### config.mk
export PLATFORM = sky130hd
export DESIGN_NAME = fl_checkpoint_ctrl
export DESIGN_NICKNAME = d
export VERILOG_FILES = /design/src/rtl/fl_checkpoint_ctrl.sv
export SDC_FILE = /design/constraint.sdc
export NUM_CORES = 1
export LEC_CHECK = 0
export CAP_MARGIN = 20
export CELL_PAD_IN_SITES_DETAIL_PLACEMENT = 0
export CELL_PAD_IN_SITES_GLOBAL_PLACEMENT = 1
export CORE_AREA = 2 2 57 99
export CTS_CLUSTER_DIAMETER = 50
export DETAILED_ROUTE_END_ITERATION = 7
export DIE_AREA = 0 0 59 101
export PLACE_DENSITY_LB_ADDON = 0.1
export SYNTH_ARGS = -nofsm -noshare
export SYNTH_HDL_FRONTEND = slang
export SYNTH_SLANG_ARGS = --single-unit
### constraint.sdc
create_clock -name clk -period 5.9 [get_ports clk]
set_input_delay 1.475 -clock clk [delete_from_list [all_inputs] [get_ports clk]]
set_output_delay 1.475 -clock clk [all_outputs]
set_load 0.01 [all_outputs]
### src/rtl/fl_checkpoint_ctrl.sv
// fl_checkpoint_ctrl: circular buffer of free-list head checkpoints for in-flight branches.
// Ports:
//   clk, reset          - clock, synchronous active-low reset
//   recoverFlag_i       - commit-time full flush, clears every checkpoint
//   branchValid_i       - renamed branch requests a checkpoint of freeListHead_i
//   cpTag_o, cpFull_o   - tag granted to the branch, no slot free (renamer stalls)
//   resolveValid_i      - branch resolution for resolveTag_i, mispredict_i qualifies it
//   ctrlVerified_o      - one-cycle pulse for every accepted resolution
//   flagRecoverEX_o     - one-cycle pulse for a mispredict, freeListHeadCp_o holds the restored head
//   cpCount_o           - number of live checkpoints
`ifndef SIZE_FREE_LIST_LOG
`define SIZE_FREE_LIST_LOG 7
`endif

module fl_checkpoint_ctrl #(
    parameter int NUM_CP = 4,
    parameter int CP_LOG = 2,
    parameter int FL_LOG = `SIZE_FREE_LIST_LOG
) (
    input  logic              clk,
    input  logic              reset,
    input  logic              recoverFlag_i,
    input  logic              branchValid_i,
    input  logic [FL_LOG-1:0] freeListHead_i,
    output logic [CP_LOG-1:0] cpTag_o,
    output logic              cpFull_o,
    input  logic              resolveValid_i,
    input  logic [CP_LOG-1:0] resolveTag_i,
    input  logic              mispredict_i,
    output logic              ctrlVerified_o,
    output logic              flagRecoverEX_o,
    output logic [FL_LOG-1:0] freeListHeadCp_o,
    output logic [CP_LOG:0]   cpCount_o
);
    logic [NUM_CP-1:0] valid_q, valid_d, done_q, done_d;
    logic [FL_LOG-1:0] head_q [NUM_CP];
    logic [CP_LOG-1:0] oldest_q, oldest_d, next_q, next_d, off_t;
    logic [CP_LOG:0]   count_q, count_d;
    logic              cv_q, fr_q;
    logic [FL_LOG-1:0] flh_q;
    logic              hit, mis, rel, alloc;

    assign cpTag_o          = next_q;
    assign cpFull_o         = count_q == (CP_LOG+1)'(NUM_CP);
    assign cpCount_o        = count_q;
    assign ctrlVerified_o   = cv_q;
    assign flagRecoverEX_o  = fr_q;
    assign freeListHeadCp_o = flh_q;

    always_comb begin
        hit   = resolveValid_i & valid_q[resolveTag_i];
        mis   = hit & mispredict_i;
        // a mispredict on the oldest slot keeps it as the restart point rather than releasing it
        rel   = valid_q[oldest_q] & done_q[oldest_q] & ~(mis & resolveTag_i == oldest_q);
        alloc = branchValid_i & ~cpFull_o & ~mis;
        off_t = resolveTag_i - oldest_q;
        valid_d  = valid_q;
        done_d   = done_q;
        oldest_d = oldest_q + CP_LOG'(rel);
        if (hit & ~mispredict_i)
            done_d[resolveTag_i] = 1'b1;
        if (rel)
            valid_d[oldest_q] = 1'b0;
        // age is the distance from oldest, which stays unambiguous even when the buffer is full
        for (int i = 0; i < NUM_CP; i++)
            if (mis && CP_LOG'(CP_LOG'(i) - oldest_q) >= off_t)
                valid_d[i] = 1'b0;
        if (alloc) begin
            valid_d[next_q] = 1'b1;
            done_d[next_q]  = 1'b0;
        end
        next_d  = mis ? resolveTag_i : next_q + CP_LOG'(alloc);
        count_d = mis ? {1'b0, CP_LOG'(resolveTag_i - oldest_d)}
                      : count_q + (CP_LOG+1)'(alloc) - (CP_LOG+1)'(rel);
    end

    always_ff @(posedge clk) begin
        if (!reset || recoverFlag_i) begin
            valid_q  <= '0;
            done_q   <= '0;
            oldest_q <= '0;
            next_q   <= '0;
            count_q  <= '0;
            cv_q     <= 1'b0;
            fr_q     <= 1'b0;
            flh_q    <= '0;
        end else begin
            valid_q  <= valid_d;
            done_q   <= done_d;
            oldest_q <= oldest_d;
            next_q   <= next_d;
            count_q  <= count_d;
            cv_q     <= hit;
            fr_q     <= mis;
            if (mis)
                flh_q <= head_q[resolveTag_i];
            if (alloc)
                head_q[next_q] <= freeListHead_i;
        end
    end
endmodule

==> flow_summary.ini <==
[outcome]
status = complete, no violations

[clock_network]
holdBufCountCts = 0
post_cts_buffers = 0
clkLatencyLatePin_ns = 0.30
numCtsBuffers = 5
htreeDepth = 2
cts_buffer_depth = 2
clk_pin_slew_ns = 0.09
cts.sinks = 52
ctsResizeCount = 0
cts_tree = done
root_buffer = clkbuf_8

[critical_path]
cp-end-kind = flop
crit_fanout = 16
worstSetupStartpointType = input pin
arrival_ns = 4.70
worstPathRequired_ns = 6.11
worstSetupPathType = input pin to flop

[floorplan]
pin_count = 30
die_x_um = 59
initial_core_util = 0.468
fp-row-count = 35
core_area_mm2 = 0.00517
die_h_um = 101
dieArea_mm2 = 0.00596

[layout]
seqCellArea_mm2 = 0.00132
final_layout_size_suffix_gt1_frac = 0.0938
final_util = 0.554
fillCellCount = 467
area_growth_pct = 18.4
diodes = 0
fin_nets = 255
final_common_cell = clkdlybuf4s50_1
multi_input_area_um2 = 980
mostFrequentLayoutCells = clkdlybuf4s50_1, edfxtp_1, dfxtp_1, inv_1, ha_1
layoutNonFillerInstCount = 279

[pwr]
seq_power_share = 0.578
clock_power_share = 0.348
swShare = 0.206
leakagePower_nw = 1.11
p_int_mw = 0.533
ir_drop_v = 0.000178
p_comb_frac = 0.074
p_sw_mw = 0.138
p_per_area_mw_per_mm2 = 235

[routing]
dr.first_iter.drc_count = 54
wl_per_cell_um = 18.1
drt_pass1_iterations = 4
totalWireLength_um = 5040
route.vias.total = 1571
vias_per_cell = 5.63
ant_nets = 0
drc = 0

[synthesis]
synth_nets = 223
synth_edf_count = 28
ys_async_sr_fraction = 0
synth_ff_type = edfxtp_1
ys_warn_count = 0
synth-seq-cells = 52
synthCells = 191
synth_area_mm2 = 0.00242
avgSynthCellArea_um2 = 12.6
ys_types = 41
seq_area_frac_synth = 0.547

[global_routing]
gr-total-overflow = 0
antenna_found_initial = 0
grt_start_max_net_pins = 17
grt_pass1_wl_um = 8150
grt_pass1_vias = 1672
grt_usage = 0.187

[timing]
setup_tns_ns = 0
slew_headroom = 0.485
worst_pin_slew_ns = 0.769
slew_violations = 0
hold_viol = 0
timing.hold.ws_ns = 0.494
skew_ns = 0.00800
setup_viol = 0
fmax_mhz = 223
post-route-period-util = 0.761
rsz0062_at_grt = false
min_period_ns = 4.49

[placement]
hpwl_um = 3850
placed_cells = 271
io_buffers = 29
gp_routability_congestion = 0.884

[hold_path]
hold_path_class = flop to flop

[flow_run]
cap_violations = 0
==> metal layers <==
| layer | GRT usage | wire length (um) | share of wire |
|---|---|---|---|
| met1 | 0.198 | 1900 | 0.38 |
| met2 | 0.355 | 2900 | 0.58 |
| met3 | 0.0347 | 180 | 0.036 |
| met4 | 0.0612 | 66 | 0.013 |
| met5 | 0 | 0 | 0 |
==> logic make-up after synthesis <==
| kind of cell | Yosys count | synth area share |
|---|---|---|
| and+or+nand+nor | 39 | 0.0829 |
| muxes | 10 | 0.0854 |
| AOI/OAI and AO/OA | 36 | 0.113 |
| buffers and inverters | 28 | 0.0476 |
| adders and majority gates | 17 | 0.0911 |
| xor gates and xnor gates | 9 | 0.0326 |
| DFF | 52 | 0.547 |
==> registers in the layout, indices dropped and copies added (netlist names) <==
name and flops:
cpCount_o 3, cpTag_o 2, ctrlVerified_o 1, done_q 4, flagRecoverEX_o 1, freeListHeadCp_o 7
head_q 28, oldest_q 2, valid_q 4
==> worst max-delay path, stage by stage <==
cell	delay [ns]
clkdlybuf4s50_1	0.97
mux2_2	0.44
a22o_4	0.30
nor2_2	0.21
inv_1	0.07
ha_1	0.26
inv_1	0.05
ha_1	0.13
inv_1	0.05
fa_1	0.37
xor2_1	0.17
xnor2_1	0.13
nor2_1	0.05
==> synthesized netlist by cell type, drive strengths merged (4+ instances only) <==
master  instances  area share
xnor2           4       0.014
a21oi           4      0.0083
dfxtp          24        0.20
inv            23       0.036
mux4            8       0.075
or3             5       0.013
a22o           10       0.040
nand2          13       0.020
ha             16       0.083
o31ai           4       0.012
edfxtp         28        0.35
nor2            7       0.013
a31oi           4       0.010
a211oi          4       0.012
xor2            5       0.018
==> cell type report <==
type                            instances  share of cell area
Clock buffer                            5              0.0241
Sequential cell                        52               0.462
Inverter                               23              0.0302
Clock inverter                          3              0.0131
Timing Repair Buffer                   30               0.104
Multi-Input combinational cell        111               0.343
Tap cell                               55              0.0241
==> stage by stage <==
step / setup slack, ns / instance area, um^2 / total power [mW]
floorplan: 2.08 / 2420 / 0.423
global placement: 1.17 / 2750 / 0.445
detailed placement: 1.10 / 2750 / 0.446
CTS: 1.40 / 2860 / 0.678
global route: 1.22 / 2860 / 0.696
finish: 1.41 / 2860 / 0.671
==> power by group through the flow <==
stage / Sequential [mW] / Combinational (mW) / Clock [mW]
final: 0.388 / 0.0499 / 0.233
after global routing: 0.388 / 0.0549 / 0.253
after CTS: 0.388 / 0.0506 / 0.240
after detailed placement: 0.396 / 0.0502 / 0
after global placement: 0.396 / 0.0494 / 0
after floorplan: 0.396 / 0.0266 / 0
==> path summary, 6_finish.rpt <==
check / slack [ns] / end / cells after the start / startpoint
setup / recovery: 1.41 / cpCount_o[2]$_SDFF_PP0_ / 13 / resolveTag_i[1]
hold / removal: 0.49 / freeListHeadCp_o[1]$_SDFFE_PP0P_ / 1 / freeListHeadCp_o[1]$_SDFFE_PP0P_
setup reg to reg: 3.19 / cpCount_o[2]$_SDFF_PP0_ / 11 / oldest_q[0]$_SDFF_PP0_
hold reg to reg: 0.49 / freeListHeadCp_o[1]$_SDFFE_PP0P_ / 1 / freeListHeadCp_o[1]$_SDFFE_PP0P_
Note: power is estimated with default switching activity, not from simulation.
